## src/rtl/uart_pkg.sv

```systemverilog
// Shared UART definitions: receiver state encoding, parity modes, defaults.
package uart_pkg;

    typedef enum logic [2:0] {
        S_IDLE    = 3'd0,
        S_START   = 3'd1,
        S_DATA    = 3'd2,
        S_PARITY  = 3'd3,
        S_STOP    = 3'd4,
        S_BRKWAIT = 3'd5
    } rx_state_e;

    localparam int PAR_NONE = 0;
    localparam int PAR_ODD  = 1;
    localparam int PAR_EVEN = 2;

    localparam int DEF_OSR       = 16;
    localparam int DEF_DATA_BITS = 8;

endpackage

```

## src/rtl/rx_ctrl_if.sv

```systemverilog
// RX FIFO write port: the receiver is master, the FIFO is slave.
interface rx_ctrl_if
    import uart_pkg::*;
#(
    parameter int DATA_BITS = DEF_DATA_BITS
);
    logic                 rx_fifo_wen;
    logic [DATA_BITS-1:0] rx_fifo_wdata;
    logic                 rx_fifo_full;

    modport master (output rx_fifo_wen, output rx_fifo_wdata, input rx_fifo_full);
    modport slave  (input rx_fifo_wen, input rx_fifo_wdata, output rx_fifo_full);
endinterface

```

## src/rtl/rx_sft.sv

```systemverilog
// Bit-level receiver: rxd synchroniser, oversample counter, 3-sample
// majority vote, LSB-first shift register and frame FSM.
module rx_sft
    import uart_pkg::*;
#(
    parameter int OSR       = DEF_OSR,
    parameter int DATA_BITS = DEF_DATA_BITS,
    parameter int PARITY    = PAR_NONE
) (
    input  logic                 clk,
    input  logic                 rst,
    input  logic                 en,
    input  logic                 tick,
    input  logic                 rxd,
    output logic [DATA_BITS-1:0] data,
    output logic                 perr,
    output logic                 frm_zero,
    output logic                 stop_stb,
    output logic                 stop_bit,
    output logic                 busy
);
    localparam int CW = $clog2(OSR);
    localparam int BW = $clog2(DATA_BITS);
    localparam logic [CW-1:0] SMP0  = CW'(OSR/2 - 1);
    localparam logic [CW-1:0] SMP1  = CW'(OSR/2);
    localparam logic [CW-1:0] SMP2  = CW'(OSR/2 + 1);
    localparam logic [CW-1:0] LAST  = CW'(OSR - 1);
    localparam logic [BW-1:0] BLAST = BW'(DATA_BITS - 1);

    rx_state_e            st, nxt;
    logic [1:0]           rxs_q;
    logic                 rxs;
    logic [CW-1:0]        scnt;
    logic [BW-1:0]        bcnt;
    logic [1:0]           smp;
    logic [DATA_BITS-1:0] sreg;
    logic                 pbit;
    logic                 vote, at_vote, at_end, start_det;

    assign rxs       = rxs_q[1];
    assign vote      = (smp[0] & smp[1]) | (smp[0] & rxs) | (smp[1] & rxs);
    assign at_vote   = (scnt == SMP2);
    assign at_end    = (scnt == LAST);
    assign start_det = (st == S_IDLE) && !rxs;
    assign data      = sreg;

    // Two-flop synchroniser, idles high like the line
    always_ff @(posedge clk or negedge rst) begin
        if (!rst) rxs_q <= 2'b11;
        else      rxs_q <= {rxs_q[0], rxd};
    end

    // State register
    always_ff @(posedge clk or negedge rst) begin
        if (!rst) st <= S_IDLE;
        else      st <= nxt;
    end

    // Next-state: en low wins, otherwise only ticks advance the frame
    always_comb begin
        nxt = st;
        if (!en) begin
            nxt = S_IDLE;
        end else if (tick) begin
            case (st)
                S_IDLE:    if (!rxs) nxt = S_START;
                S_START:   if (at_vote && vote) nxt = S_IDLE;
                           else if (at_end)     nxt = S_DATA;
                S_DATA:    if (at_end && bcnt == BLAST)
                               nxt = (PARITY == PAR_NONE) ? S_STOP : S_PARITY;
                S_PARITY:  if (at_end) nxt = S_STOP;
                // decide mid stop bit so the next start edge is not missed
                S_STOP:    if (at_vote) nxt = vote ? S_IDLE : S_BRKWAIT;
                S_BRKWAIT: if (rxs) nxt = S_IDLE;
                default:   nxt = S_IDLE;
            endcase
        end
    end

    // Counters, vote samples, shift register and parity check
    always_ff @(posedge clk or negedge rst) begin
        if (!rst) begin
            scnt <= '0;
            bcnt <= '0;
            smp  <= 2'b00;
            sreg <= '0;
            pbit <= 1'b0;
            perr <= 1'b0;
        end else if (!en) begin
            scnt <= '0;
            bcnt <= '0;
        end else if (tick) begin
            if (st == S_IDLE || st == S_BRKWAIT) begin
                // the detecting tick is sample 0 of the start bit
                scnt <= start_det ? CW'(1) : '0;
                if (start_det) begin
                    bcnt <= '0;
                    perr <= 1'b0;
                end
            end else begin
                scnt <= at_end ? '0 : scnt + 1'b1;
                if (scnt == SMP0) smp[0] <= rxs;
                if (scnt == SMP1) smp[1] <= rxs;
                if (st == S_DATA && at_vote) sreg <= {vote, sreg[DATA_BITS-1:1]};
                if (st == S_DATA && at_end && bcnt != BLAST) bcnt <= bcnt + 1'b1;
                if (st == S_PARITY && at_vote) begin
                    pbit <= vote;
                    perr <= (^sreg) ^ vote ^ (PARITY == PAR_ODD);
                end
            end
        end
    end

    // Outputs: busy flag and the stop-vote strobe with its result
    always_comb begin
        busy     = (st != S_IDLE);
        stop_stb = en && tick && (st == S_STOP) && at_vote;
        stop_bit = vote;
        frm_zero = (sreg == '0) && ((PARITY == PAR_NONE) || !pbit);
    end

endmodule

```

## src/rtl/rx_ctrl.sv

```systemverilog
// UART receive controller: turns each stop-bit decision into a FIFO write
// or a one-clk framing / parity / overrun / break pulse.
module rx_ctrl
    import uart_pkg::*;
#(
    parameter int OSR       = DEF_OSR,
    parameter int DATA_BITS = DEF_DATA_BITS,
    parameter int PARITY    = PAR_NONE
) (
    input  logic      clk,
    input  logic      rst,
    input  logic      en,
    input  logic      tick,
    input  logic      rxd,
    rx_ctrl_if.master rx_fifo,
    output logic      rx_work,
    output logic      frame_err,
    output logic      par_err,
    output logic      ovr_err,
    output logic      brk_det
);
    logic [DATA_BITS-1:0] data, wdata_q;
    logic                 perr, frm_zero, stop_stb, stop_bit, busy;
    logic                 wen_q;

    rx_sft #(.OSR(OSR), .DATA_BITS(DATA_BITS), .PARITY(PARITY)) u_sft (
        .clk      (clk),
        .rst      (rst),
        .en       (en),
        .tick     (tick),
        .rxd      (rxd),
        .data     (data),
        .perr     (perr),
        .frm_zero (frm_zero),
        .stop_stb (stop_stb),
        .stop_bit (stop_bit),
        .busy     (busy)
    );

    assign rx_work               = busy;
    assign rx_fifo.rx_fifo_wen   = wen_q;
    assign rx_fifo.rx_fifo_wdata = wdata_q;

    // One-clk result pulses; write data is held between writes
    always_ff @(posedge clk or negedge rst) begin
        if (!rst) begin
            wen_q     <= 1'b0;
            wdata_q   <= '0;
            frame_err <= 1'b0;
            par_err   <= 1'b0;
            ovr_err   <= 1'b0;
            brk_det   <= 1'b0;
        end else begin
            wen_q     <= 1'b0;
            frame_err <= 1'b0;
            par_err   <= 1'b0;
            ovr_err   <= 1'b0;
            brk_det   <= 1'b0;
            if (stop_stb) begin
                if (stop_bit) begin
                    if (rx_fifo.rx_fifo_full) begin
                        ovr_err <= 1'b1;
                    end else begin
                        wen_q   <= 1'b1;
                        wdata_q <= data;
                    end
                    par_err <= perr;
                end else if (frm_zero) begin
                    brk_det <= 1'b1;
                end else begin
                    frame_err <= 1'b1;
                end
            end
        end
    end

endmodule
```

## src/flat_wrapper.sv

```systemverilog
// flat-port wrapper written by rule: the top's interface ports become plain ports
module rx_ctrl_flat import uart_pkg::*;
#(
    parameter int OSR       = DEF_OSR,
    parameter int DATA_BITS = DEF_DATA_BITS,
    parameter int PARITY    = PAR_NONE
)
  (clk, rst, en, tick, rxd, rx_work, frame_err, par_err, ovr_err, brk_det, rx_fifo_rx_fifo_wen, rx_fifo_rx_fifo_wdata, rx_fifo_rx_fifo_full);
  rx_ctrl_if #(.DATA_BITS(DATA_BITS)) rx_fifo_i ();
  input  logic clk;
  input  logic rst;
  input  logic en;
  input  logic tick;
  input  logic rxd;
  output logic rx_work;
  output logic frame_err;
  output logic par_err;
  output logic ovr_err;
  output logic brk_det;
  output wire logic [$bits(rx_fifo_i.rx_fifo_wen)-1:0] rx_fifo_rx_fifo_wen;
  output wire logic [$bits(rx_fifo_i.rx_fifo_wdata)-1:0] rx_fifo_rx_fifo_wdata;
  input wire logic [$bits(rx_fifo_i.rx_fifo_full)-1:0] rx_fifo_rx_fifo_full;
  assign rx_fifo_rx_fifo_wen = rx_fifo_i.rx_fifo_wen;
  assign rx_fifo_rx_fifo_wdata = rx_fifo_i.rx_fifo_wdata;
  assign rx_fifo_i.rx_fifo_full = rx_fifo_rx_fifo_full;
  rx_ctrl #(.OSR(OSR), .DATA_BITS(DATA_BITS), .PARITY(PARITY)) u_core (.clk(clk), .rst(rst), .en(en), .tick(tick), .rxd(rxd), .rx_fifo(rx_fifo_i), .rx_work(rx_work), .frame_err(frame_err), .par_err(par_err), .ovr_err(ovr_err), .brk_det(brk_det));
endmodule
```

## config.mk

```make
export PLATFORM = sky130hd
export DESIGN_NAME = rx_ctrl_flat
export DESIGN_NICKNAME = d
export VERILOG_FILES = /design/src/rtl/uart_pkg.sv /design/src/rtl/rx_ctrl_if.sv /design/src/rtl/rx_sft.sv /design/src/rtl/rx_ctrl.sv /design/src/flat_wrapper.sv
export SDC_FILE = /design/constraint.sdc
export NUM_CORES = 1
export LEC_CHECK = 0
export ABC_AREA = 1
export BUFFER_PORTS_ARGS = -buffer_cell sky130_fd_sc_hd__buf_2
export CAP_MARGIN = 20
export CORE_ASPECT_RATIO = 0.9
export CORE_MARGIN = 2
export CORE_UTILIZATION = 25
export DETAILED_ROUTE_END_ITERATION = 6
export MAX_ROUTING_LAYER = met4
export SYNTH_ARGS = -nofsm -noshare
export SYNTH_HDL_FRONTEND = slang
export SYNTH_SLANG_ARGS = --single-unit
export TNS_END_PERCENT = 30
```

## constraint.sdc

```tcl
create_clock -name clk -period 5.6 [get_ports clk]
set_clock_uncertainty 0.2 [all_clocks]
set_input_delay 1.12 -clock clk [delete_from_list [all_inputs] [get_ports clk]]
set_output_delay 1.12 -clock clk [all_outputs]
set_load 0.01 [all_outputs]
```

Word level (Yosys, flattened, before mapping)
Cells that the tools add are included.
- add/sub/neg operators: 2
- multipliers: 0
- divide/modulo/power cells: 0
- magnitude comparators: 0
- equality and inequality tests: 21
- shifts and indexed selects: 0
- muxes and demuxes: 38
- bitwise logic cells: 8
- reductions and logical operators: 24
- operators with widths (kind ; number):
    $mux W3 ; 15
    $ne A3 B3 Y1 const B ; 7
    $mux W1 ; 18
    $pmux W3 S6 ; 1
    $mux W4 ; 4
    $reduce_and A4 Y1 ; 4
    $eq A4 B4 Y1 const B ; 3
    $logic_and A1 B1 Y1 ; 10
    $eq A3 B3 Y1 const B ; 3
    $logic_not A8 Y1 ; 1
    $reduce_xor A8 Y1 ; 1
    $reduce_and A7 Y1 ; 1
    $eq A3 B2 Y1 const B ; 2
    $reduce_and A3 Y1 ; 2
    $add A4 B1 Y4 const B ; 1
    $eq A4 B3 Y1 const B ; 1
    $ne A4 B4 Y1 const B ; 1
    $add A3 B1 Y3 const B ; 1
    $and A1 B1 Y1 ; 3
    $eq A3 B1 Y1 const B ; 1
    $logic_not A3 Y1 ; 1
    $ne A3 B1 Y1 const B ; 1
    $reduce_bool A3 Y1 ; 1
    $ne A2 B1 Y1 const B ; 1
    other kinds (7) ; 9
- bits in registers: 36
- latch bits: 0
- memory bits (writable): 0
- memory bits (read-only): 0
- input bits: 6
- memories kept: 0

Longest topological paths before layout
- depth in word-level cells: 8
- depth in mapped cells: 12

Hierarchy
From an unflattened synthesis, not the netlist that was laid out.
- cells, all modules: 244
- area, all modules: 1979.4 µm²
- modules (own cells, without submodules) (module ; instances ; cells an instance ; area each (µm²)):
    rx_sft ; 1 ; 195 ; 1462.7
    rx_ctrl ; 1 ; 49 ; 516.7

Least setup slack after synthesis
Ideal clock, no wire load.
- kind: input-to-reg
- start point: input port en
- end point: register u_core.wdata_q[4] (netlist: u_core.rx_fifo.rx_fifo_wdata[4])
- library setup time: 0.119 ns
- arrival time: 2.008 ns
- data required time: 5.281 ns
- setup slack: 3.273 ns
- stages: 7
- path through: buf_2 > inv_2 > nor3_4 > nand3_4 > buf_6 > nand2_2 > o21ai_2
- longest elaborated chain between the ends: 4
- ends and longest elaborated chain (item ; RTL line ; text):
    start, declared ; flat_wrapper.sv:12 ; input logic en;
    $logic_and A1 B1 Y1 (3 in series) ; rx_sft.sv:117 ; stop_stb = en && tick && (st == S_STOP) && at_vote;
    $reduce_and A3 Y1 (no source line) ; - ;
    end signal, assigned ; rx_ctrl.sv:65 ; wdata_q <= data;
    end, declared ; rx_ctrl.sv:22 ; logic [DATA_BITS-1:0] data, wdata_q;
Every way passes these cells.
A chain may end at the register's enable or synchronous reset.

Worst setup path in the final report
- start point: register u_core.u_sft.st[0]
- end point: output port rx_work
- longest elaborated chain between the ends: 1
- ends and longest elaborated chain (item ; RTL line ; text):
    start, declared ; rx_sft.sv:30 ; rx_state_e st, nxt;
    start signal, assigned ; rx_sft.sv:56 ; else st <= nxt;
    $reduce_bool A3 Y1 ; rx_sft.sv:116 ; busy = (st != S_IDLE);
    end, declared ; flat_wrapper.sv:15 ; output logic rx_work;
Every way passes these cells.

==> flow_summary.json <==
{
  "status": "completed",
  "ir_drop_mv": 0.107,
  "whs_endpoint": "u_core.u_sft.rxs_q[1]$_DFF_PN1_",
  "hp-start": "u_core.u_sft.rxs_q[0]$_DFF_PN1_",
  "final_common_cell": "nand2_1",
  "finalMaxSlewViolations": 0,
  "grt_pass1_wl_mm": 6.91,
  "dp_hpwl_mm": 2.99,
  "max_clock_freq_ghz": 0.385,
  "min_path_type": "flip-flop to flip-flop",
  "grt_pass1_vias": 1464,
  "io_buffers": 19,
  "avgSynthCellArea_um2": 8.21,
  "drive_gt1_frac": 0.232,
  "grt_max_degree": 37,
  "cts_setup_buffers": 0,
  "numCtsBuffers": 5,
  "cap_violations": 0,
  "reg2regPathDepth": 9,
  "die_w_um": 98.2,
  "crit_arrival_ns": 1.27,
  "drcViolationCount": 0,
  "worst_pin_slew_ns": 0.797,
  "nets": 281,
  "mostFrequentLayoutCells": "nand2_1, dfrtp_1, inv_1",
  "core_area_mm2": 0.00766,
  "firstDrtPassIters": 4,
  "worst-path-buf-inv": 1,
  "clk_latency_ns": 0.29,
  "power_leakage_nw": 1.16,
  "globalRouteOverflowTotal": 0,
  "clk_path_buf_depth": 2,
  "max_stage_delay_ns": 0.45,
  "diodes": 0,
  "finalCritPeriodShare": 0.463,
  "vias": 1558,
  "cp-start-kind": "flip-flop",
  "synth-seq-cells": 36,
  "postRouteAntennaNets": 0,
  "area_delta_synth_final_pct": 14.2,
  "slew_headroom": 0.469,
  "end_kind": "primary output",
  "holdBufCountCts": 0,
  "hold_depth": 0,
  "syn_inst": 243,
  "rows": 30,
  "reg2reg_setup_slack_ns": 3.67,
  "start_util": 0.261,
  "synth_area_mm2": 0.00200,
  "ys_seq_area_frac": 0.453,
  "antenna_found_initial": 0,
  "die_h_um": 88.8,
  "finalWirelength_mm": 3.89,
  "path_cells": "nor2_2, nand2_1, buf_2",
  "r2r-start": "u_core.u_sft.scnt[1]$_DFFE_PN0P_",
  "hold-worst-slack_ns": 0.159,
  "crit_family": "flip-flops",
  "slowest_stage": "dfrtp_1",
  "finalCriticalPeriod_ns": 2.59,
  "place_congestion": 0.821,
  "htreeDepth": 2,
  "rsz0062_at_grt": "no",
  "clockRootBuffer": "clkbuf_8",
  "path_class": "flip-flop to primary output",
  "grtUsageTotal": 0.100,
  "worst_r2r_endpoint": "u_core.rx_fifo.rx_fifo_wdata[2]$_DFFE_PN0P_",
  "powerDensity_mw_per_mm2": 303,
  "drt-initial-drc-count": 98,
  "post_cts_resized": 0,
  "tritoncts": "built",
  "wl_per_cell_um": 10.7,
  "cts_num_sinks": 36,
  "yosysWarningCount": 0,
  "synth.distinct_cells": 28,
  "required_ns": 4.28,
  "syn-num-nets": 258,
  "io-pin-count": 20,
  "setup_violations": 0,
  "die_area_mm2": 0.00871,
  "fin_setup_tns_ns": 0,
  "cts.clk_slew.worst_paths_ns": 0.08,
  "path_max_fanout": 6,
  "hold_viol": 0,
  "viasPerCell": 4.29
}
[per-stage QoR]
step                cells   util  power, W  worst slack, ns  instance area [µm²]
floorplan             243      -  0.000448             3.27                 2000
global placement      355  0.285  0.000499             3.16                 2180
detailed placement    355  0.285  0.000499             3.11                 2180
CTS                   363  0.298  0.000699             3.00                 2280
global route          363  0.298  0.000747             2.91                 2280
finish                363  0.298  0.000690             3.01                 2280
[kinds of logic (layout without fill, tap and decap cells)]
| logic type | Yosys count | after routing | share of synthesized area |
|---|---|---|---|
| AO/OA/AOI/OAI | 29 | 29 | 0.103 |
| XOR/XNOR | 2 | 2 | 0.00878 |
| adder cells (fa/ha/maj) | 9 | 9 | 0.0564 |
| buffers and inverters | 40 | 64 | 0.0834 |
| flip-flops | 36 | 36 | 0.453 |
| AND/OR/NAND/NOR | 127 | 127 | 0.295 |
[final cells by class]
cell class,count,area (µm²)
clock buffer,6,82.6
sequential,36,903
fill,837,5380
clock inverter,2,13.8
tap,96,120
timing repair buffer,19,95.1
multi-input combinational,167,926
inverter,37,139
[worst max-delay path by stage]
stage                                             endpoint                            from  cells past startpoint
2_1_floorplan  u_core.rx_fifo.rx_fifo_wdata[4]$_DFFE_PN0P_                              en                      7
3_3_place_gp   u_core.rx_fifo.rx_fifo_wdata[1]$_DFFE_PN0P_                              en                      6
3_5_place_dp   u_core.rx_fifo.rx_fifo_wdata[2]$_DFFE_PN0P_                              en                      6
4_1_cts                                            rx_work  u_core.u_sft.st[0]$_DFFE_PN0P_                      3
5_1_grt                                            rx_work  u_core.u_sft.st[0]$_DFFE_PN0P_                      3
6_report                                           rx_work  u_core.u_sft.st[0]$_DFFE_PN0P_                      3
[Yosys cell counts]
cell type  number  share of area
dfrtp_1        34           0.43
o21ai_2        16          0.070
o22ai_1         1         0.0031
ha_1            9          0.056
xor2_1          1         0.0044
nand2_1        76           0.14
o21ai_1         2         0.0050
buf_2           1         0.0025
nor3_1          2         0.0050
inv_1          31          0.058
or2_2           1         0.0031
nand4_4         1          0.011
nor2_2          2         0.0063
xnor2_1         1         0.0044
nand3_4         1         0.0088
o21ai_0         5          0.013
a21oi_1         5          0.013
nand2_4         1         0.0056
nor3_4          1         0.0082
inv_2           6          0.011
buf_6           2          0.011
nand3_1        14          0.035
nand3_2         1         0.0050
nor2_1         18          0.034
nand4_1         6          0.019
nand2_2         2         0.0063
dfstp_2         2          0.026
nor2_4          1         0.0056
[registers in the layout, indices dropped and copies added, names as in the netlist]
name and flops:
u_core.par_err 1, u_core.u_sft.data 8, u_core.rx_fifo.rx_fifo_wen 1, u_core.ovr_err 1, u_core.u_sft.st 3, u_core.brk_det 1
u_core.frame_err 1, u_core.u_sft.rxs_q 2, u_core.u_sft.smp 2, u_core.u_sft.perr 1, u_core.rx_fifo.rx_fifo_wdata 8, u_core.u_sft.bcnt 3
u_core.u_sft.scnt 4
[routing by layer]
| layer | routed length, µm | track usage |
|---|---|---|
| met4 | 6 | 0.0224 |
| met3 | 154 | 0.0276 |
| met1 | 2000 | 0.136 |
| met5 | 0 | - |
| met2 | 1740 | 0.151 |
[where the power goes]
group / internal (W) / switching, W / leakage, nW
registers: 0.000275 / 0.0000208 / 0.493
logic: 0.0000614 / 0.000136 / 0.611
clock network: 0.000101 / 0.0000961 / 0.0516
No activity file was read; power rests on OpenSTA's default activity.
